**src/rtl/datapath_arbiter8_pkg.sv**
```systemverilog
// rtl/datapath_arbiter8_pkg.sv - shared constants and types for the datapath arbiter
//
// Purpose : requester count, index width, FSM state encoding and the
//           rotation mask helper used by datapath_arbiter8.
// Ports   : none (package).
package datapath_arbiter8_pkg;

   localparam int NREQ  = 8;
   localparam int IDX_W = $clog2(NREQ);

   typedef enum logic {
      ST_IDLE = 1'b0,
      ST_BUSY = 1'b1
   } state_t;

   // Bits strictly below idx; these requesters come first in the next rotation.
   function automatic logic [NREQ-1:0] below_mask(input logic [IDX_W-1:0] idx);
      return (NREQ'(1) << idx) - NREQ'(1);
   endfunction

endpackage

```
**src/rtl/datapath_arbiter8_penc.sv**
```systemverilog
// rtl/datapath_arbiter8_penc.sv - priority encoder, highest set bit wins
//
// Purpose : returns the index of the highest set bit of req_vec.
//           Returns 0 both for "bit 0 set" and "nothing set"; callers
//           qualify with their own non-zero test.
// Ports   : enable  - when low, idx is forced to 0
//           req_vec - request vector (W bits)
//           idx     - index of highest set bit (IW bits)
module priority_encoder
   import datapath_arbiter8_pkg::*;
#(
   parameter int W  = NREQ,
   parameter int IW = $clog2(W)
) (
   input  logic          enable,
   input  logic [W-1:0]  req_vec,
   output logic [IW-1:0] idx
);

   // Ascending scan: the last hit is the highest set bit.
   always_comb begin
      idx = '0;
      if (enable) begin
         for (int i = 0; i < W; i++) begin
            if (req_vec[i]) begin
               idx = IW'(i);
            end
         end
      end
   end

endmodule

```
**src/rtl/datapath_arbiter8.sv**
```systemverilog
// rtl/datapath_arbiter8.sv - 8-way round-robin arbiter for a shared datapath
//
// Purpose : grants one of 8 requesters at a time, holds the grant while the
//           owner keeps requesting, preempts after MAX_HOLD cycles
//           (0 = never) and always leaves one idle cycle between grants.
// Ports   : clk         - rising-edge clock
//           reset       - synchronous active-high reset
//           enable      - gates new grants only; a running grant continues
//           req[7:0]    - level requests, held for the whole transaction
//           grant[7:0]  - registered one-hot grant
//           grant_idx   - registered owner index, datapath mux select
//           grant_valid - |grant
//           timeout     - one-cycle pulse when the owner is preempted
//           timeout_idx - preempted owner, valid while timeout=1
module datapath_arbiter8
   import datapath_arbiter8_pkg::*;
#(
   parameter int MAX_HOLD = 16,
   parameter int CNT_W    = 8
) (
   input  logic             clk,
   input  logic             reset,
   input  logic             enable,
   input  logic [NREQ-1:0]  req,
   output logic [NREQ-1:0]  grant,
   output logic [IDX_W-1:0] grant_idx,
   output logic             grant_valid,
   output logic             timeout,
   output logic [IDX_W-1:0] timeout_idx
);

   localparam bit               HOLD_EN   = (MAX_HOLD != 0);
   localparam logic [CNT_W-1:0] HOLD_LAST = CNT_W'((MAX_HOLD == 0) ? 0 : MAX_HOLD - 1);

   state_t             state;
   logic [IDX_W-1:0]   last_idx;
   logic [CNT_W-1:0]   hold_cnt;
   logic [NREQ-1:0]    masked;
   logic [IDX_W-1:0]   w_masked;
   logic [IDX_W-1:0]   w_raw;
   logic [IDX_W-1:0]   winner;

   // Requesters below the previous owner are searched first (highest first);
   // if none, fall back to the full vector, which puts the previous owner last.
   assign masked = req & below_mask(last_idx);

   priority_encoder #(.W(NREQ), .IW(IDX_W)) u_penc_masked (
      .enable  (1'b1),
      .req_vec (masked),
      .idx     (w_masked)
   );

   priority_encoder #(.W(NREQ), .IW(IDX_W)) u_penc_raw (
      .enable  (1'b1),
      .req_vec (req),
      .idx     (w_raw)
   );

   assign winner      = (masked != '0) ? w_masked : w_raw;
   assign grant_valid = |grant;

   always_ff @(posedge clk) begin
      if (reset) begin
         state       <= ST_IDLE;
         grant       <= '0;
         grant_idx   <= '0;
         last_idx    <= '0;
         hold_cnt    <= '0;
         timeout     <= 1'b0;
         timeout_idx <= '0;
      end else begin
         timeout     <= 1'b0;
         timeout_idx <= '0;
         case (state)
            ST_IDLE: begin
               if (enable && (req != '0)) begin
                  grant     <= NREQ'(1) << winner;
                  grant_idx <= winner;
                  last_idx  <= winner;
                  hold_cnt  <= '0;
                  state     <= ST_BUSY;
               end
            end
            ST_BUSY: begin
               // Release is checked first so a release on the last allowed
               // cycle never raises a timeout pulse.
               if (!req[grant_idx]) begin
                  grant     <= '0;
                  grant_idx <= '0;
                  state     <= ST_IDLE;
               end else if (HOLD_EN && (hold_cnt == HOLD_LAST)) begin
                  grant       <= '0;
                  grant_idx   <= '0;
                  state       <= ST_IDLE;
                  timeout     <= 1'b1;
                  timeout_idx <= grant_idx;
               end else if (HOLD_EN) begin
                  hold_cnt <= hold_cnt + CNT_W'(1);
               end
            end
         endcase
      end
   end

endmodule

```
**config.mk**
```make
export PLATFORM = sky130hd
export DESIGN_NAME = datapath_arbiter8
export DESIGN_NICKNAME = d
export VERILOG_FILES = /design/src/rtl/datapath_arbiter8_pkg.sv /design/src/rtl/datapath_arbiter8_penc.sv /design/src/rtl/datapath_arbiter8.sv
export SDC_FILE = /design/constraint.sdc
export NUM_CORES = 1
export LEC_CHECK = 0
export BUFFER_PORTS_ARGS = -buffer_cell sky130_fd_sc_hd__buf_4
export CORE_MARGIN = 1.5
export CORE_UTILIZATION = 40
export DETAILED_ROUTE_END_ITERATION = 10
export PLACE_DENSITY_LB_ADDON = 0.2
export REMOVE_ABC_BUFFERS = 1
export SLEW_MARGIN = 10
export SYNTH_ARGS = -nofsm -noshare
export SYNTH_HDL_FRONTEND = slang
export SYNTH_HIERARCHICAL = 1
export SYNTH_SLANG_ARGS = --single-unit
export TNS_END_PERCENT = 10
```
**constraint.sdc**
```tcl
create_clock -name clk -period 6 [get_ports clk]
set_clock_uncertainty 0.05 [all_clocks]
set_input_delay 0.6 -clock clk [delete_from_list [all_inputs] [get_ports clk]]
set_output_delay 0.6 -clock clk [all_outputs]
set_load 0.1 [all_outputs]
```
; ---- Yosys cells after proc, flatten, opt, wreduce, memory -nomap -nowiden
; Index checks and enable logic that the tools add are counted.
[totals]
regBits = 27
latchBits = 0
mem_bits_rw = 0
mem_bits_ro = 0
inputBits = 11
wordCells = 64
memories = 0
[classes]
add_sub_neg = 2
mul = 0
div = 0
magnitude_cmp = 1
eq_ne = 5
shifts = 2
muxes = 34
bitwise = 4
n_reduce_logical = 9
[ops]
columns = operator, count
row1 = $mux 8, 6
row2 = $mux 3, 12
row3 = $pmux 8 s2, 2
row4 = $reduce_bool 8->1, 2
row5 = $shl 1x3->8 const A, 2
row6 = $add 8x1->8 const B, 1
row7 = $and 8x8->8, 1
row8 = $eq 8x4->1 const B, 1
row9 = $mux 2, 4
row10 = $reduce_or 8->1, 1
row11 = $sub 8x2->8 const B, 1
row12 = $mux 1, 7
row13 = $pmux 3 s2, 1
row14 = $lt 3x4->1 const B, 1
row15 = $ne 2x2->1 const B, 2
row16 = $reduce_and 2->1, 2
row17 = $reduce_or 4->1, 1
row18 = $bmux 1 s3, 1
row19 = $ne 3x2->1 const B, 1
row20 = $not 1->1, 3
row21 = $reduce_and 3->1, 1
row22 = $reduce_or 3->1, 1
row23 = $ne 2x1->1 const B, 1
row24 = $pmux 1 s2, 1
row25 = $logic_and 1x1->1, 1

; ---- Logic depth before layout (Yosys ltp)
; Gate-level depths: netlist of run 1.
[depth]
word_depth = 14
mapped_depth = 9
depth_no_buf = 8

; ---- By module
; The synthesis of run 1 kept the hierarchy.
[by_module_without_submodules]
columns = module, n_inst, cells_each, area_each_um2, seq_area_each_um2
row1 = datapath_arbiter8, 1, 158, 1396.3, 540.5
row2 = priority_encoder, 2, 12, 67.6, 0.0

; ---- Worst setup path after synthesis of run 1
; No wires, ideal clock.
[synth_timing]
path_kind = register -> register
startpoint = register grant_idx[2]
endpoint = register grant[3]
setup_time_ps = 119
arrival_ps = 2559
required_time_ps = 5831
path_slack_ps = 3272
path_stages_with_launch = 6
path_buffers = 1
path_cell_list = dfxtp_1 > mux4_2 > mux2_2 > a32o_1 > clkbuf_1 > a32o_1
[synth_between]
elab_chain_len = 4
[synth_rtl]
columns = item, line_no
row1 = from (decl), datapath_arbiter8.sv:26  ; output logic [IDX_W-1:0] grant_idx,
row2 = from (signal assigned), datapath_arbiter8.sv:78  ; grant_idx <= winner;
row3 = $bmux 1 s3 *, datapath_arbiter8.sv:87  ; if (!req[grant_idx]) begin
row4 = $mux 1 (not written as such) *, datapath_arbiter8.sv:87
row5 = $mux 8 / $ne 3x2->1 (equally long branches), -
row6 = $pmux 8 s2 / $reduce_and 2->1 (equally long branches), -
row7 = to (signal assigned), datapath_arbiter8.sv:77  ; grant <= NREQ'(1) << winner;
row8 = to (decl), datapath_arbiter8.sv:25  ; output logic [NREQ-1:0] grant,
; Every way passes the cells marked *; elsewhere a longest branch is shown, timed or not. The select of a mux whose other input is x is not followed.
; A chain may end at the register's enable or synchronous reset.

; ---- Worst setup path after layout of run 1
[layout_timing]
startpoint = input port req[1]
endpoint = register grant[3]
[layout_between]
elab_chain_len = 12
[layout_rtl]
columns = item, line_no
row1 = from (decl), datapath_arbiter8.sv:24  ; input logic [NREQ-1:0] req,
row2 = $and 8x8->8, datapath_arbiter8.sv:45  ; assign masked = req & below_mask(last_idx);
row3 = $mux 1, datapath_arbiter8_penc.sv:25  ; if (req_vec[i]) begin
row4 = $mux 2 (2 in a row), datapath_arbiter8_penc.sv:25
row5 = $mux 3 (4 in a row), datapath_arbiter8_penc.sv:25
row6 = $mux 3, datapath_arbiter8.sv:59  ; assign winner = (masked != '0) ? w_masked : w_raw;
row7 = $shl 1x3->8, datapath_arbiter8.sv:77
row8 = $mux 8, datapath_arbiter8.sv:76  ; if (enable && (req != '0)) begin
row9 = $pmux 8 s2, datapath_arbiter8.sv:74  ; case (state)
; Several ways; a longest one is shown, not always the timed one. The select of a mux whose other input is x is not followed.

==> metrics, run 1 <==
Die ar. 4190 sq um; cells resized by post-CTS repair 0; worst slew pin tran 538 ps; first-pass GRT wire length 5.91 mm; switching share of power 0.367; cell depth of the worst min-delay path 2; row cnt 22; initial antenna violation count 0; Worst EP arrival 2670 ps; Period minus WS final 2500 ps; Antenna diodes 0; met3 routed WL 78 microns; GRT Residual Overflow 0; RSZ-0062 raised after global routing no; Cells after Synth 181; Worst R2R End grant[3]; worst r2r src last_idx[1]; Setup Fix Bufs, Post-CTS 0; H-tree depth 1; Routed met1 length 1.50 mm; MaxCap Viol Count 0; Setup TNS 0 ps; worst-path maximum fanout 8; Nets 220; setup violators final 0; final clock period utilization by the worst path 0.416; CTS tree done; hold path start grant[2]; Req. time, crit path 6180 ps; Comb power frac 0.300; Mapped Area 1520 sq um; total CTS buffers 3; drt drc 0; Root Driver clkbuf_8; HP Class register to register; worst-skew pair later-pin latency 270 ps; outcome finished clean; Total Power 0.434 mW; worst vdd ir 0.0000894 V; Syn Area/Cell 8.41 sq um; number of hold buffers added after CTS 0; Clock Path Buffers 2; pwr/cell area 240 nW/um^2; reg2reg setup slack 3730 ps; Pint 0.275 mW; Leak 0.780 nW; Final Hold Vio Count 0; vias in the first global route 1,332; vias per cell 5.36; initial drt markers 88; Boundary Pins 27; largest net degree at the start of global routing 17; I/O Buffers 26; Max Used Layer met4; clock power share 0.245; hpwl dp 2.68 mm; Max Freq 0.400 GHz; Routability Congestion 0.787; Worst Reg-to-Reg Cells 5; WL/cell 13.2 microns; DRT Wirelength 3.37 mm; Worst setup EP type register; Starting Density 0.416; Antenna Violating Nets Remaining 0; Core ar. 3660 sq um; Max Transition Viols Final 0; Layout Area Growth over Synthesis 19.0%; Pre-antenna DRT Iters 4; clock sink count 27; Die H 64.7 microns; Sw Pwr 0.160 mW; Slew Limit Headroom 0.638; Reg clk slew, reported paths 90 ps; Flop pwr share 0.455; total track usage 0.178; DR WL met2 1.76 mm; share of layout cells above drive strength 1 0.208; routed vias 1,368; Synth Warn # 6; type of origin of the critical path primary input; worst setup path class primary input to register; Die Width 64.7 microns; hold path endpoint grant[2]
[worst max-delay path by stage]
stage,start,end,slack (ps),cells past startpoint
2_1_floorplan,grant_idx[2],grant[3],3360,4
3_3_place_gp,req[1],grant[7],3250,6
3_5_place_dp,req[1],grant[3],3220,6
4_1_cts,req[1],grant[3],3500,6
5_1_grt,req[1],grant[3],3390,6
6_report,req[1],grant[3],3500,6
[critical path, stage by stage]
cell      delay (ps)
buf_4            130
or3_4            400
a211o_1          310
a221oi_4         500
mux2i_1          500
a32o_1           240
[layout make-up]
cell class | instances | area (sq um)
clock inverters | 1 | 7.51
inverters | 9 | 33.8
repair buffers | 26 | 195
flip-flops and latches | 27 | 541
well taps | 48 | 60.1
fillers | 355 | 1850
multi-input cells | 141 | 933
clock buffers | 3 | 41.3
[cells in the final DEF (no fill, tap or decap), types with 6 or more instances in the layout]
| master | instances |
|---|---|
| mux2i_1 | 8 |
| o21ai_0 | 6 |
| buf_4 | 26 |
| a21oi_1 | 6 |
| dfxtp_1 | 27 |
| nor2_1 | 24 |
| inv_1 | 7 |
| nand2_1 | 15 |
| conb_1 | 7 |
| nor2b_1 | 8 |
| o31ai_1 | 7 |
[registers in the layout, summed over array words and instances, names as in the netlist]
| signal | cells |
|---|---|
| state | 1 |
| hold_cnt | 8 |
| timeout_idx | 3 |
| grant | 8 |
| last_idx | 3 |
| timeout | 1 |
| grant_idx | 3 |
[through the flow]
stage	worst slack (ps)	std cells	instance area [sq um]	hold slack, ps	util
after floorplan	3360	177	1510	406	-
final	3500	255	1810	436	0.495
after detailed placement	3220	251	1760	424	0.482
after global placement	3250	251	1760	421	0.482
after global routing	3390	255	1810	463	0.495
after CTS	3500	255	1810	437	0.495
[metal layers]
metal  vias to the layer above  GRT usage
met3                         4     0.0313
met4                         0     0.0718
met5                         -          0
met2                        19      0.323
met1                       652      0.205
li1                        693          -
[power groups by stage]
stage	logic [mW]	clock network, mW	registers (mW)
4_1_cts	0.130	0.108	0.198
3_5_place_dp	0.130	0	0.202
2_1_floorplan	0.0712	0	0.227
3_3_place_gp	0.129	0	0.201
6_report	0.130	0.107	0.198
5_1_grt	0.140	0.115	0.199
No activity file was read; power rests on OpenSTA's default activity.
==> run 2, diff against run 1 <==
==> constraint.sdc (replaced) <==
create_clock -name clk -period 2.2 [get_ports clk]
set_clock_uncertainty 0.05 [all_clocks]
set_input_delay 0.22 -clock clk [delete_from_list [all_inputs] [get_ports clk]]
set_output_delay 0.22 -clock clk [all_outputs]
set_load 0.1 [all_outputs]
==> metrics, run 2 (same netlist as run 1, synthesis figures left out) <==
outcome finished clean; Root Driver clkbuf_8; MaxCap Viol Count 0; WL/cell 13.1 microns; Antenna Violating Nets Remaining 0; CTS tree done; cell mode on critical path a32o_1; GRT Residual Overflow 0; worst setup path class register to register; critical path's top delay family multiplexers; Pre-antenna DRT Iters 5; worst-path maximum fanout 11; Area after DPL 1830 sq um; Crit-path slowest cell mux4_2; Max Freq 0.522 GHz; worst-skew pair later-pin latency 260 ps; commonest non-fill, non-tap cells in the layout buf_4, dfxtp_1, nor2_1; Req. time, crit path 2310 ps; Worst EP arrival 2030 ps; biggest regs grant (8), hold_cnt (8); commonest non-fill, non-tap cell in the layout buf_4; post-layout util 0.513; Routability Congestion 0.826; HP Class primary input to register; row cnt 22; vias in the first global route 1,358; drt drc 0; design area 1880 sq um; final clock period utilization by the worst path 0.872; Antenna diodes 0; Die ar. 4190 sq um; Starting Density 0.416; first-pass GRT wire length 5.94 mm; total track usage 0.177; Boundary Pins 27; Max Transition Viols Final 0; H-tree depth 1; Crit path buffers/inverters 0; pwr/cell area 637 nW/um^2; Final Hold Vio Count 0; final worst slack 283 ps; DP Worst Slack 68.1 ps; RSZ-0062 raised after global routing no; I/O Buffers 26; DRT Wirelength 3.47 mm; Worst setup EP type register; clock sink count 27; initial drt markers 78; # fillers 364; Leak 0.828 nW; Layout Area Growth over Synthesis 23.3%; Reg clk slew, reported paths 90 ps; Fin Hold WS 147 ps; Setup Fix Bufs, Post-CTS 0; hpwl dp 2.73 mm; routed vias 1,389; type of origin of the critical path register; Inst Count DP 260; total CTS buffers 3; initial antenna violation count 0; vias per cell 5.26; share of layout cells above drive strength 1 0.241; Core ar. 3660 sq um; number of hold buffers added after CTS 0; worst vdd ir 0.000260 V; Period minus WS final 1920 ps; setup violators final 0; Slew Limit Headroom 0.644; CP peak stage delay 500 ps; worst slew pin tran 528 ps; largest net degree at the start of global routing 16; Nets 229; Die Width 64.7 microns; worst-path cell chain mux4_2 -> mux2_2 -> a32o_1 -> a32o_1; Finished Layout Cells 264; Clock Path Buffers 2; Die H 64.7 microns; cells resized by post-CTS repair 0
[run 2: layer usage]
layer,track usage,part of all wire,vias up
met5,0,0,-
met2,0.313,0.51,19
met3,0.0208,0.021,4
met4,0.0718,0.017,0
li1,-,-,713
met1,0.218,0.45,653
[run 2: layout make-up]
cell class | count | area, sq um | share of cell area
Inverter | 9 | 33.8 | 0.0180
Clock inverter | 1 | 5.00 | 0.00267
Clock buffer | 3 | 41.3 | 0.0220
Sequential cell | 27 | 541 | 0.288
Multi-Input combinational cell | 141 | 933 | 0.497
Timing Repair Buffer | 35 | 263 | 0.140
Tap cell | 48 | 60.1 | 0.0320
[run 2: final timing paths]
check,depth (start not counted),endpoint,from,slack (ps)
worst max-delay path,4,grant[3],grant_idx[1],280
worst min register to register,2,grant[2],grant[2],430
worst min-delay path,2,hold_cnt[0],reset,150
worst max register to register,4,grant[3],grant_idx[1],280
[run 2: per-stage QoR]
stage	total power, mW	setup TNS, ps
CTS	1.20	0
detailed placement	0.934	0
global route	1.26	0
floorplan	0.815	-7100
finish	1.20	0
global placement	0.928	0
[run 2: report_power, final]
part           leakage, nW  internal (mW)  switching (mW)
Combinational        0.583          0.136           0.254
Clock               0.0255          0.127           0.147
Sequential           0.219          0.508          0.0247
Total                0.828          0.771           0.425
==> run 3, diff against run 2 <==
==> constraint.sdc (replaced) <==
create_clock -name clk -period 2.2 [get_ports clk]
set_clock_uncertainty 0.05 [all_clocks]
set_input_delay 0.11 -clock clk [delete_from_list [all_inputs] [get_ports clk]]
set_output_delay 0.11 -clock clk [all_outputs]
set_load 0.1 [all_outputs]
==> metrics, run 3 (same netlist as run 1, synthesis figures left out) <==
clock sink count 27; Period minus WS final 2030 ps; Worst R2R End grant[7]; GRT Residual Overflow 0; DP Worst Slack 128 ps; design area 1860 sq um; vias in the first global route 1,319; commonest non-fill, non-tap cell in the layout buf_4; initial drt markers 42; Routability Congestion 0.786; Most Crowded Layer GR met2; sequential cell area 541 sq um; Fin Hold WS 29.9 ps; RSZ-0062 raised after global routing no; worst setup path class register to register; worst r2r src grant_idx[2]; post-layout util 0.508; Pre-antenna DRT Iters 4; grt met3 use 0.0174; worst vdd ir 0.000250 V; # fillers 369; final clock period utilization by the worst path 0.925; pwr/cell area 645 nW/um^2; total track usage 0.181; GR met2 Demand/Resource 0.325; CTS tree done; setup violators final 0; vias per cell 5.36; final worst slack 166 ps; Nets 225; MaxCap Viol Count 0; cell depth of the worst min-delay path 2; Worst Setup SP grant_idx[2]; Worst EP arrival 2150 ps; I/O Buffers 26; commonest non-fill, non-tap cells in the layout buf_4, dfxtp_1, nor2_1; met1 Track Usage GR 0.227; Multi-input gate area 933 sq um; share of layout cells above drive strength 1 0.226; Die ar. 4190 sq um; Die H 64.7 microns; routed vias 1,394; WL/cell 13.4 microns; reg2reg setup slack 170 ps; Max Freq 0.492 GHz; initial antenna violation count 0; first-pass GRT wire length 6.07 mm; Clock Path Buffers 2; worst-path maximum fanout 11; Reg clk slew, reported paths 90 ps; outcome finished clean; Worst setup EP type register; worst-path cell chain mux4_2 -> mux2_2 -> a32o_1 -> a32o_1; drt drc 0; Die Width 64.7 microns; HP Class primary input to register; cell mode on critical path a32o_1; CP peak stage delay 510 ps; Antenna diodes 0; H-tree depth 1; Boundary Pins 27; number of hold buffers added after CTS 0; DRT Wirelength 3.49 mm; total CTS buffers 3; Setup Fix Bufs, Post-CTS 0; hpwl dp 2.74 mm; row cnt 22; worst slew pin tran 508 ps; Area after DPL 1810 sq um; Leak 0.814 nW; Worst Reg-to-Reg Cells 4; type of origin of the critical path register; largest net degree at the start of global routing 16; Req. time, crit path 2320 ps; Slew Limit Headroom 0.657; Max Transition Viols Final 0; biggest regs grant (8), hold_cnt (8); Layout Area Growth over Synthesis 22.1%; Root Driver clkbuf_8; Final Hold Vio Count 0; CP Capture Point grant[7]; Antenna Violating Nets Remaining 0; worst-skew pair later-pin latency 270 ps; Crit-path slowest cell mux4_2; Core ar. 3660 sq um; cells resized by post-CTS repair 0; Starting Density 0.416
## run 3: layout make-up
type / count / share of cell area
Clock buffer: 3 / 0.0222
Clock inverter: 1 / 0.00269
Inverter: 9 / 0.0182
Multi-Input combinational cell: 141 / 0.502
Sequential cell: 27 / 0.291
Tap cell: 48 / 0.0323
Timing Repair Buffer: 31 / 0.132
## run 3: through the flow
stage	setup TNS, ps	std cells	power [mW]
finish	0	260	1.20
CTS	0	260	1.21
detailed placement	0	256	0.933
floorplan	-7100	177	0.815
global route	0	260	1.26
global placement	0	256	0.928
## run 3: power breakdown
part | internal [mW] | switching (mW)
registers | 0.508 | 0.0261
clock network | 0.127 | 0.149
logic | 0.135 | 0.254
## run 3: worst max-delay path: cells and delay by family, from the launching register on
kind               cells  cell delay (ps)
DFF                    1              380
AOI/OAI and AO/OA      2              630
muxes                  2              870
## run 3: routing by layer
layer | share of wire | up-vias
met2 | 0.52 | 33
met5 | 0 | -
met4 | 0.0077 | 0
li1 | - | 708
met3 | 0.034 | 2
met1 | 0.44 | 651
## run 3: how the worst min path moves through the flow
stage	slack (ps)	endpoint	startpoint
3_3_place_gp	310	hold_cnt[0]	reset
2_1_floorplan	130	hold_cnt[0]	reset
6_report	30	hold_cnt[0]	reset
5_1_grt	40	hold_cnt[0]	reset
4_1_cts	30	hold_cnt[0]	reset
3_5_place_dp	330	hold_cnt[0]	reset
